File: src/rtl/portal_indication_arbiter_if.sv
// Source-side FIFO handshakes and host-side portal indication/interrupt signals.
// master = arbiter view, slave = surrounding sources and host.
interface portal_indication_arbiter_if #(
  parameter int unsigned NUM_SRC = 4,
  parameter int unsigned DATA_W  = 32
);
  logic [NUM_SRC-1:0]        src_notEmpty;
  logic [NUM_SRC*DATA_W-1:0] src_first;
  logic [NUM_SRC-1:0]        EN_src_deq;

  logic                      RDY_ind_first;
  logic [DATA_W-1:0]         ind_first;
  logic [15:0]               ind_methodNumber;
  logic                      RDY_ind_deq;
  logic                      EN_ind_deq;
  logic                      RDY_ind_notEmpty;
  logic                      ind_notEmpty;

  logic                      EN_intr_enable;
  logic                      intr_enable_v;
  logic                      RDY_intr_status;
  logic                      intr_status;
  logic                      RDY_intr_channel;
  logic [31:0]               intr_channel;

  modport master (
    input  src_notEmpty, src_first, EN_ind_deq, EN_intr_enable, intr_enable_v,
    output EN_src_deq, RDY_ind_first, ind_first, ind_methodNumber, RDY_ind_deq,
           RDY_ind_notEmpty, ind_notEmpty, RDY_intr_status, intr_status,
           RDY_intr_channel, intr_channel
  );

  modport slave (
    output src_notEmpty, src_first, EN_ind_deq, EN_intr_enable, intr_enable_v,
    input  EN_src_deq, RDY_ind_first, ind_first, ind_methodNumber, RDY_ind_deq,
           RDY_ind_notEmpty, ind_notEmpty, RDY_intr_status, intr_status,
           RDY_intr_channel, intr_channel
  );
endinterface

File: src/rtl/portal_indication_arbiter.sv
// Round-robin merge of NUM_SRC indication sources into one tagged output FIFO
// feeding the portal first/deq/interrupt interface.
module portal_indication_arbiter #(
  parameter int unsigned NUM_SRC = 4,
  parameter int unsigned DATA_W  = 32,
  parameter int unsigned DEPTH   = 4,
  parameter int unsigned CHANNEL = 0
) (
  input logic                    CLK,
  input logic                    RST_N,
  portal_indication_arbiter_if.master bus
);

  localparam int unsigned IDX_W = (NUM_SRC > 1) ? $clog2(NUM_SRC) : 1;
  localparam int unsigned PTR_W = $clog2(DEPTH);
  localparam int unsigned CNT_W = PTR_W + 1;

  logic [IDX_W-1:0]  rr_ptr;
  logic [IDX_W-1:0]  grant_idx;
  logic              grant_valid;
  logic              space;
  logic              do_enq;
  logic              do_deq;
  logic [PTR_W-1:0]  rd_ptr;
  logic [PTR_W-1:0]  wr_ptr;
  logic [CNT_W-1:0]  count;
  logic              intr_en;
  logic              not_empty;

  logic [DATA_W-1:0] src_word [NUM_SRC];
  logic [DATA_W-1:0] data_mem [DEPTH];
  logic [IDX_W-1:0]  idx_mem  [DEPTH];

  for (genvar i = 0; i < NUM_SRC; i++) begin : g_src_word
    assign src_word[i] = bus.src_first[i*DATA_W +: DATA_W];
  end

  // First non-empty source scanning upward from rr_ptr, modulo NUM_SRC
  always_comb begin
    int unsigned cand;
    grant_valid = 1'b0;
    grant_idx   = '0;
    cand        = 0;
    for (int unsigned k = 0; k < NUM_SRC; k++) begin
      cand = 32'(rr_ptr) + k;
      if (cand >= NUM_SRC) cand = cand - NUM_SRC;
      if (!grant_valid && bus.src_notEmpty[IDX_W'(cand)]) begin
        grant_valid = 1'b1;
        grant_idx   = IDX_W'(cand);
      end
    end
  end

  // Space from registered count only, so EN_ind_deq never reaches EN_src_deq
  assign space     = (count < CNT_W'(DEPTH));
  assign do_enq    = RST_N & space & grant_valid;
  assign do_deq    = bus.EN_ind_deq & (count != '0);
  assign not_empty = (count != '0);

  always_comb begin
    bus.EN_src_deq = '0;
    if (do_enq) bus.EN_src_deq[grant_idx] = 1'b1;
  end

  always_ff @(posedge CLK or negedge RST_N) begin
    if (!RST_N) begin
      rr_ptr  <= '0;
      rd_ptr  <= '0;
      wr_ptr  <= '0;
      count   <= '0;
      intr_en <= 1'b0;
    end else begin
      if (do_enq) begin
        wr_ptr <= wr_ptr + 1'b1;
        rr_ptr <= (grant_idx == IDX_W'(NUM_SRC - 1)) ? '0 : grant_idx + 1'b1;
      end
      if (do_deq) rd_ptr <= rd_ptr + 1'b1;
      case ({do_enq, do_deq})
        2'b10:   count <= count + 1'b1;
        2'b01:   count <= count - 1'b1;
        default: count <= count;
      endcase
      if (bus.EN_intr_enable) intr_en <= bus.intr_enable_v;
    end
  end

  // Storage carries no reset; validity is tracked by count
  always_ff @(posedge CLK) begin
    if (do_enq) begin
      data_mem[wr_ptr] <= src_word[grant_idx];
      idx_mem[wr_ptr]  <= grant_idx;
    end
  end

  assign bus.RDY_ind_first    = not_empty;
  assign bus.ind_first        = data_mem[rd_ptr];
  assign bus.ind_methodNumber = 16'(idx_mem[rd_ptr]);
  assign bus.RDY_ind_deq      = not_empty;
  assign bus.RDY_ind_notEmpty = 1'b1;
  assign bus.ind_notEmpty     = not_empty;
  assign bus.RDY_intr_status  = 1'b1;
  assign bus.intr_status      = not_empty & intr_en;
  assign bus.RDY_intr_channel = 1'b1;
  assign bus.intr_channel     = 32'(CHANNEL);

endmodule

File: src/flat_wrapper.sv
// flat-port wrapper written by rule: the top's interface ports become plain ports
module portal_indication_arbiter_flat 
#(
  parameter int unsigned NUM_SRC = 4,
  parameter int unsigned DATA_W  = 32,
  parameter int unsigned DEPTH   = 4,
  parameter int unsigned CHANNEL = 0
)
  (CLK, RST_N, bus_src_notEmpty, bus_src_first, bus_EN_ind_deq, bus_EN_intr_enable, bus_intr_enable_v, bus_EN_src_deq, bus_RDY_ind_first, bus_ind_first, bus_ind_methodNumber, bus_RDY_ind_deq, bus_RDY_ind_notEmpty, bus_ind_notEmpty, bus_RDY_intr_status, bus_intr_status, bus_RDY_intr_channel, bus_intr_channel);
  portal_indication_arbiter_if #(.NUM_SRC(NUM_SRC), .DATA_W(DATA_W)) bus_i ();
  input logic CLK;
  input logic RST_N;
  input wire logic [$bits(bus_i.src_notEmpty)-1:0] bus_src_notEmpty;
  input wire logic [$bits(bus_i.src_first)-1:0] bus_src_first;
  input wire logic [$bits(bus_i.EN_ind_deq)-1:0] bus_EN_ind_deq;
  input wire logic [$bits(bus_i.EN_intr_enable)-1:0] bus_EN_intr_enable;
  input wire logic [$bits(bus_i.intr_enable_v)-1:0] bus_intr_enable_v;
  output wire logic [$bits(bus_i.EN_src_deq)-1:0] bus_EN_src_deq;
  output wire logic [$bits(bus_i.RDY_ind_first)-1:0] bus_RDY_ind_first;
  output wire logic [$bits(bus_i.ind_first)-1:0] bus_ind_first;
  output wire logic [$bits(bus_i.ind_methodNumber)-1:0] bus_ind_methodNumber;
  output wire logic [$bits(bus_i.RDY_ind_deq)-1:0] bus_RDY_ind_deq;
  output wire logic [$bits(bus_i.RDY_ind_notEmpty)-1:0] bus_RDY_ind_notEmpty;
  output wire logic [$bits(bus_i.ind_notEmpty)-1:0] bus_ind_notEmpty;
  output wire logic [$bits(bus_i.RDY_intr_status)-1:0] bus_RDY_intr_status;
  output wire logic [$bits(bus_i.intr_status)-1:0] bus_intr_status;
  output wire logic [$bits(bus_i.RDY_intr_channel)-1:0] bus_RDY_intr_channel;
  output wire logic [$bits(bus_i.intr_channel)-1:0] bus_intr_channel;
  assign bus_i.src_notEmpty = bus_src_notEmpty;
  assign bus_i.src_first = bus_src_first;
  assign bus_i.EN_ind_deq = bus_EN_ind_deq;
  assign bus_i.EN_intr_enable = bus_EN_intr_enable;
  assign bus_i.intr_enable_v = bus_intr_enable_v;
  assign bus_EN_src_deq = bus_i.EN_src_deq;
  assign bus_RDY_ind_first = bus_i.RDY_ind_first;
  assign bus_ind_first = bus_i.ind_first;
  assign bus_ind_methodNumber = bus_i.ind_methodNumber;
  assign bus_RDY_ind_deq = bus_i.RDY_ind_deq;
  assign bus_RDY_ind_notEmpty = bus_i.RDY_ind_notEmpty;
  assign bus_ind_notEmpty = bus_i.ind_notEmpty;
  assign bus_RDY_intr_status = bus_i.RDY_intr_status;
  assign bus_intr_status = bus_i.intr_status;
  assign bus_RDY_intr_channel = bus_i.RDY_intr_channel;
  assign bus_intr_channel = bus_i.intr_channel;
  portal_indication_arbiter #(.NUM_SRC(NUM_SRC), .DATA_W(DATA_W), .DEPTH(DEPTH), .CHANNEL(CHANNEL)) u_core (.CLK(CLK), .RST_N(RST_N), .bus(bus_i));
endmodule
File: config.mk
export PLATFORM = sky130hd
export DESIGN_NAME = portal_indication_arbiter_flat
export DESIGN_NICKNAME = d
export VERILOG_FILES = /design/src/rtl/portal_indication_arbiter_if.sv /design/src/rtl/portal_indication_arbiter.sv /design/src/flat_wrapper.sv
export SDC_FILE = /design/constraint.sdc
export NUM_CORES = 1
export LEC_CHECK = 0
export ABC_AREA = 1
export BUFFER_PORTS_ARGS = -buffer_cell sky130_fd_sc_hd__buf_2
export CORE_UTILIZATION = 30
export DETAILED_ROUTE_END_ITERATION = 8
export GPL_ROUTABILITY_DRIVEN = 0
export SETUP_SLACK_MARGIN = 0.2
export SYNTH_ARGS = -nofsm -noshare
export SYNTH_HDL_FRONTEND = slang
export SYNTH_SLANG_ARGS = --single-unit
File: constraint.sdc
create_clock -name CLK -period 9.95 [get_ports CLK]
set_input_delay 1.99 -clock CLK [delete_from_list [all_inputs] [get_ports CLK]]
set_output_delay 1.99 -clock CLK [all_outputs]
set_load 0.01 [all_outputs]
* Yosys cells after proc, flatten, opt, wreduce, memory -nomap -nowiden
Memory sizes are Yosys's and may differ from the RTL's.
Cells that the tools add are included.
** Cells by class
- $add $sub $neg :: 12
- $mul :: 0
- Divide/modulo/power cells :: 0
- $lt $le $gt $ge :: 12
- Eq/ne operators :: 3
- Shifts and indexed selects :: 0
- Multiplexer cells :: 30
- Bitwise gates (word level) :: 5
- Reduce and logical (&&, ||, !) cells :: 9
** Operator list (number)
- 32-bit binary-select mux with 2-bit select :: 1
- 32-bit 2-to-1 mux :: 2
- 2-bit 2-to-1 mux :: 9
- 2-bit by 3-bit less-than comparator with 1-bit output (second input constant) :: 5
- 3-bit >= comparator (second input constant) :: 4
- 1-bit 2-to-1 mux :: 11
- 1-bit binary-select mux with 2-bit select :: 4
- 2-bit by 1-bit subtractor with 2-bit output (second input constant) :: 4
- 2-bit by 1-bit adder with 2-bit output (second input constant) :: 3
- 2-bit by 2-bit adder with 3-bit output (second input constant) :: 2
- 3-bit case mux with 2 select lines :: 1
- 1-bit bitwise AND :: 4
- 2-bit == test (second input constant) :: 2
- 1-bit logical AND :: 4
- 4-bit 2-to-1 mux :: 1
- 2-bit by 1-bit adder with 3-bit output (second input constant) :: 1
- 3-bit by 1-bit adder with 3-bit output (second input constant) :: 1
- 2-bit by 3-bit >= comparator with 1-bit output (second input constant) :: 1
- 1-bit logical NOT :: 3
- 3-bit less-than comparator (second input constant) :: 1
- 2-bit NOT with 3-bit output :: 1
- 3-bit nonzero test :: 1
- 3-bit by 1-bit subtractor with 3-bit output (second input constant) :: 1
- 1-bit demux with 2-bit select :: 1
- other kinds (3) :: 3
** Storage, ports and cells
- Register bits :: 10
- Latch bits :: 0
- Memory bits (writable) :: 136
- Memory bits (read-only) :: 0
- Logic and storage cells :: 78
- Memories kept :: 2
** Memories
- u_core.data_mem :: words 4, width 32, read ports 1, clocked after Yosys merged registers in 0, wr ports 1, RTL line portal_indication_arbiter.sv:31 : logic [DATA_W-1:0] data_mem [DEPTH];
- u_core.idx_mem :: words 4, width 2, read ports 1, clocked after Yosys merged registers in 0, wr ports 1, RTL line portal_indication_arbiter.sv:32 : logic [IDX_W-1:0] idx_mem [DEPTH];

* Depth between registers and ports, before layout
- Word-level depth :: 19
- Gate-level depth with buffers :: 15
- Gate-level depth less buffers :: 14

* Worst setup path after synthesis
No wires, ideal clock.
- Path kind :: input to output
- Start point :: input port bus_src_notEmpty[3]
- End point :: output port bus_EN_src_deq[3]
- Data arrival time :: 3.261 ns
- Path slack :: 4.699 ns
- Stages :: 13
- Path buffers :: 1
- Path through :: inv_1 > nand2_1 > nand3_1 > nand2_2 > nor2_4 > nand3_1 > nand3_1 > nand2_2 > inv_2 > buf_4 > ha_1 > inv_1 > nor2_1
** Between the ends
- Word-level cells in the longest chain between the ends :: 17
- Elaborated cells on any way between the ends :: 29
- Classes of those cells :: order compare (2); mux (19); bitwise (1); reduce/logical (7)
** Ends and longest elaborated chain
- start, declared :: RTL line flat_wrapper.sv:13 : input wire logic [$bits(bus_i.src_notEmpty)-1:0] bus_src_notEmpty;
- 1-bit binary-select mux with 2-bit select :: RTL line portal_indication_arbiter.sv:47 : if (!grant_valid && bus.src_notEmpty[IDX_W'(cand)]) begin
- 1-bit 2-to-1 mux (implied by the code) :: RTL line portal_indication_arbiter.sv:47
- 1-bit 2-to-1 mux :: RTL line portal_indication_arbiter.sv:47
- 1-bit logical NOT :: RTL line portal_indication_arbiter.sv:47
- 1-bit logical AND :: RTL line portal_indication_arbiter.sv:47
- 1-bit 2-to-1 mux :: RTL line portal_indication_arbiter.sv:47
- 1-bit logical NOT :: RTL line portal_indication_arbiter.sv:47
- 1-bit logical AND :: RTL line portal_indication_arbiter.sv:47
- (+2 left out)
- 1-bit logical AND :: RTL line portal_indication_arbiter.sv:47
- 2-bit 2-to-1 mux * :: RTL line portal_indication_arbiter.sv:47
- via u_core.grant_idx[1] :: RTL line portal_indication_arbiter.sv:19 : logic [IDX_W-1:0] grant_idx;
- 2-bit by 3-bit less-than comparator with 1-bit output (implied by the code) or 2-bit by 1-bit >= comparator with 1-bit output (tied branches) :: RTL line portal_indication_arbiter.sv:62 : if (do_enq) bus.EN_src_deq[grant_idx] = 1'b1;
- 1-bit logical AND (implied by the code) :: RTL line portal_indication_arbiter.sv:62
- 1-bit 2-to-1 mux (implied by the code) :: RTL line portal_indication_arbiter.sv:62
- 1-bit demux with 2-bit select *
- 4-bit 2-to-1 mux * :: RTL line portal_indication_arbiter.sv:62
- end, declared :: RTL line flat_wrapper.sv:18 : output wire logic [$bits(bus_i.EN_src_deq)-1:0] bus_EN_src_deq;
Mark *: on every way through the listed nets, which the timed path passes. The rest lies on a longest branch. The select of a mux whose other input is x is not followed.

* Final worst setup path
- Start point :: input port bus_src_notEmpty[1]
- End point :: output port bus_EN_src_deq[1]
The elaborated chain is that of the path after synthesis.

==> reports/qor.yml <==
status:
  status: "complete, but fails checks"
  violations: "DRC"
setup_path:
  critPathKind: "in -> out"
  worstSetupStartpointType: "input pin"
  worst-path-max-fanout: 67
  critical_path_required_ns: 7.96
  critical_path.endpoint_type: "primary output"
  cp.arrival_ns: 4.93
power:
  cellLeakagePower_uw: 0.004405
  irDropWorstVdd_uv: 246.6
  combPwrFrac_pct: 51.7
  power.density_nw_per_um2: 380.1
  p_sw_uw: 1655
  p_clk_share_pct: 16.9
  seqPwrFrac_pct: 31.4
  switching_share_pct: 45.49
  internal_power_uw: 1983
logic_synthesis:
  ys_ff_latch: 146
  yosysTopAreaCell: "edfxtp_1"
  post-synth-top-count-cell: "inv_1"
  yosys.area_share.simple_pct: 20.78
  avgSynthCellArea_um2: 9.024
  synth.area.mux_share_pct: 0
  synthArstFlopShare_pct: 6.849
  synth_xor_area_share_pct: 0.4309
  synth_compound_area_share_pct: 7.371
  synth_top_family_by_area: "simple AND/OR/NAND/NOR gates"
  synth_top_area_share_pct: 50.23
  seq_area_frac_synth_pct: 53.31
  yosys_warnings: 0
  synthTopCellsByArea: "edfxtp_1 50%, inv_1 7.1%, buf_4 5.4%"
  synth-edff-count: 136
  synth_commonest_cells: "153 x inv_1, 136 x edfxtp_1, 115 x nand2_1, 83 x nor2_1, 74 x nand3_1"
  synth_area_um2: 8130
  synth_fa_ha_area_share_pct: 1.631
  synth_cells: 901
  ys.flop_type: "edfxtp_1"
  synth_cell_types: 28
die:
  start_util_pct: 30.85
  die-area_um2: 27760
  die_h_um: 166.6
  core_um2: 26350
  rows: 59
  pin_count: 228
  die_w_um: 166.6
cts:
  numCtsBuffers: 17
  clk_pin_slew_ns: 0.06
  clock_sinks: 146
  h-tree-depth: 4
  cts_tree: "done"
  ctsRootBufferMaster: "clkbuf_16"
  cts_setup_buffers: 0
  hold_buffers: 0
  clk_latency_ns: 0.41
  cts_resized: 0
  clock_path_buffers: 2
route:
  final_antenna_net_count: 0
  routed_wl_um: 20770
  first_pass_iters: 6
  drc: 5
  wire_per_inst_um: 14.90
  vias_per_cell: 4.560
  drtIter0Drc: 416
  num_vias: 6356
cells_and_area:
  fillCellCount: 2664
  drive_gt1_share_pct: 24.17
  antenna_cells: 0
  area_growth_pct: 17.74
  final_cell_area_um2: 9573
  nNetsFinal: 1193
grt:
  gr-usage-all-layers_pct: 14.77
  grt_pass1_wl_um: 31620
  grt_antenna_before_repair: 0
  first_global_vias: 5853
  grt_start_max_net_pins: 70
  gr-total-overflow: 0
place:
  port_buffers: 178
  hpwl_um: 14560
  place_area_um2: 8991
  dpl_worst_slack_ns: 3.032
timing:
  finalCritPeriodShare_pct: 69.55
  slew_headroom_pct: 26.07
  fmax_mhz: 144.5
  drv_slew: 0
  worst_slack_ns: 3.030
  final.setup.tns_ns: 0
  period_needed_ns: 6.920
  clock_skew_ns: 0.008452
  timing.hold.ws_ns: 0.4684
  hold_viol: 0
  max_slew.worst_pin.slew_ns: 1.106
  setup_viol: 0
  grt_setup_unrepaired: "false"
job:
  maxCapViolCount: 0
worst_hold_path:
  hold_path.class: "reg -> reg"
[final cells by class]
cell class	instances	area (um2)	share of cell area (%)
clock inverter	15	156.4	1.634
inverter	158	593.1	6.195
timing repair buffer	187	958.4	10.01
sequential	146	4335	45.29
multi-input combinational	536	2685	28.05
clock buffer	17	425.4	4.444
tap	335	419.2	4.379
[kinds of logic after synthesis]
logic type,after synthesis
adder cells (fa/ha/maj),10
other,2
flip-flops,146
buffers and inverters,266
AO/OA/AOI/OAI,111
AND/OR/NAND/NOR,362
XOR/XNOR,4
[layer usage]
metal	routed length (um)	up-vias	track usage, %
li1	-	3185	-
met1	9861	2955	20.58
met2	9742	195	23.77
met3	878	21	2.044
met4	286	0	4.469
met5	0	-	0
[per-stage QoR]
stage	util [%]	cells	power, uW
detailed placement	34.12	1362	3055
CTS	36.32	1394	3666
floorplan	-	948	2551
global placement	34.12	1362	3018
finish	36.32	1394	3638
global route	36.32	1394	3924
[power groups by stage]
stage	Clock, uW	Combinational, uW	Sequential, uW
after floorplan	0	1410	1140
after global placement	0	1870	1150
after detailed placement	0	1900	1150
after CTS	620	1900	1140
after global routing	643	2120	1160
final	615	1880	1140
[flip-flops by register name (all words and copies together) (netlist names)]
register / flops
u_core.idx_mem: 8
u_core.rd_ptr: 2
u_core.wr_ptr: 2
u_core.rr_ptr: 2
u_core.intr_en: 1
u_core.data_mem: 128
u_core.count: 3
[layout by cell type, fill, tap and decap left out, types with 3 or more instances in the layout]
cell type   synthesis  final
nand2_2            23     24
nand3_1            74     73
clkbuf_16           0     17
dfrtp_1            10      9
buf_2              19    178
inv_6               0      4
nand4_1            64     64
ha_1                9      9
nor2_1             83     79
edfxtp_1          136    136
inv_2               5      5
clkinvlp_4          0      4
nand2_1           115    114
o22ai_1            34     34
a21oi_1             3      3
nor2_4              1      5
xor2_1              3      3
buf_4              59      9
conb_1              2     49
inv_1             153    152
o21ai_0            72     72
[worst paths after layout]
check | start | endpoint | slack, ns | cells past startpoint
setup / recovery | bus_src_notEmpty[1] | bus_EN_src_deq[1] | 3.03 | 15
hold / removal | u_core.count[0] | u_core.count[0] | 0.47 | 1
setup reg to reg | u_core.rr_ptr[0] | u_core.data_mem[1][10] | 5.91 | 10
hold reg to reg | u_core.count[0] | u_core.count[0] | 0.47 | 1
max in group asynchronous | RST_N | u_core.rd_ptr[0] | 8.27 | 1
min in group asynchronous | RST_N | u_core.rr_ptr[0] | 1.44 | 1
[worst max-delay path, cell delays in order]
cell	delay, ns
buf_2	0.10
inv_1	0.06
nand2_1	0.06
nand3_1	0.14
nand2_2	0.10
inv_2	0.07
nand2_1	0.06
nand2_2	0.05
buf_4	0.48
nand3_4	0.77
inv_1	0.50
ha_1	0.21
inv_1	0.04
nor2_1	0.10
buf_2	0.17
Power figures use the tool's default switching activity.
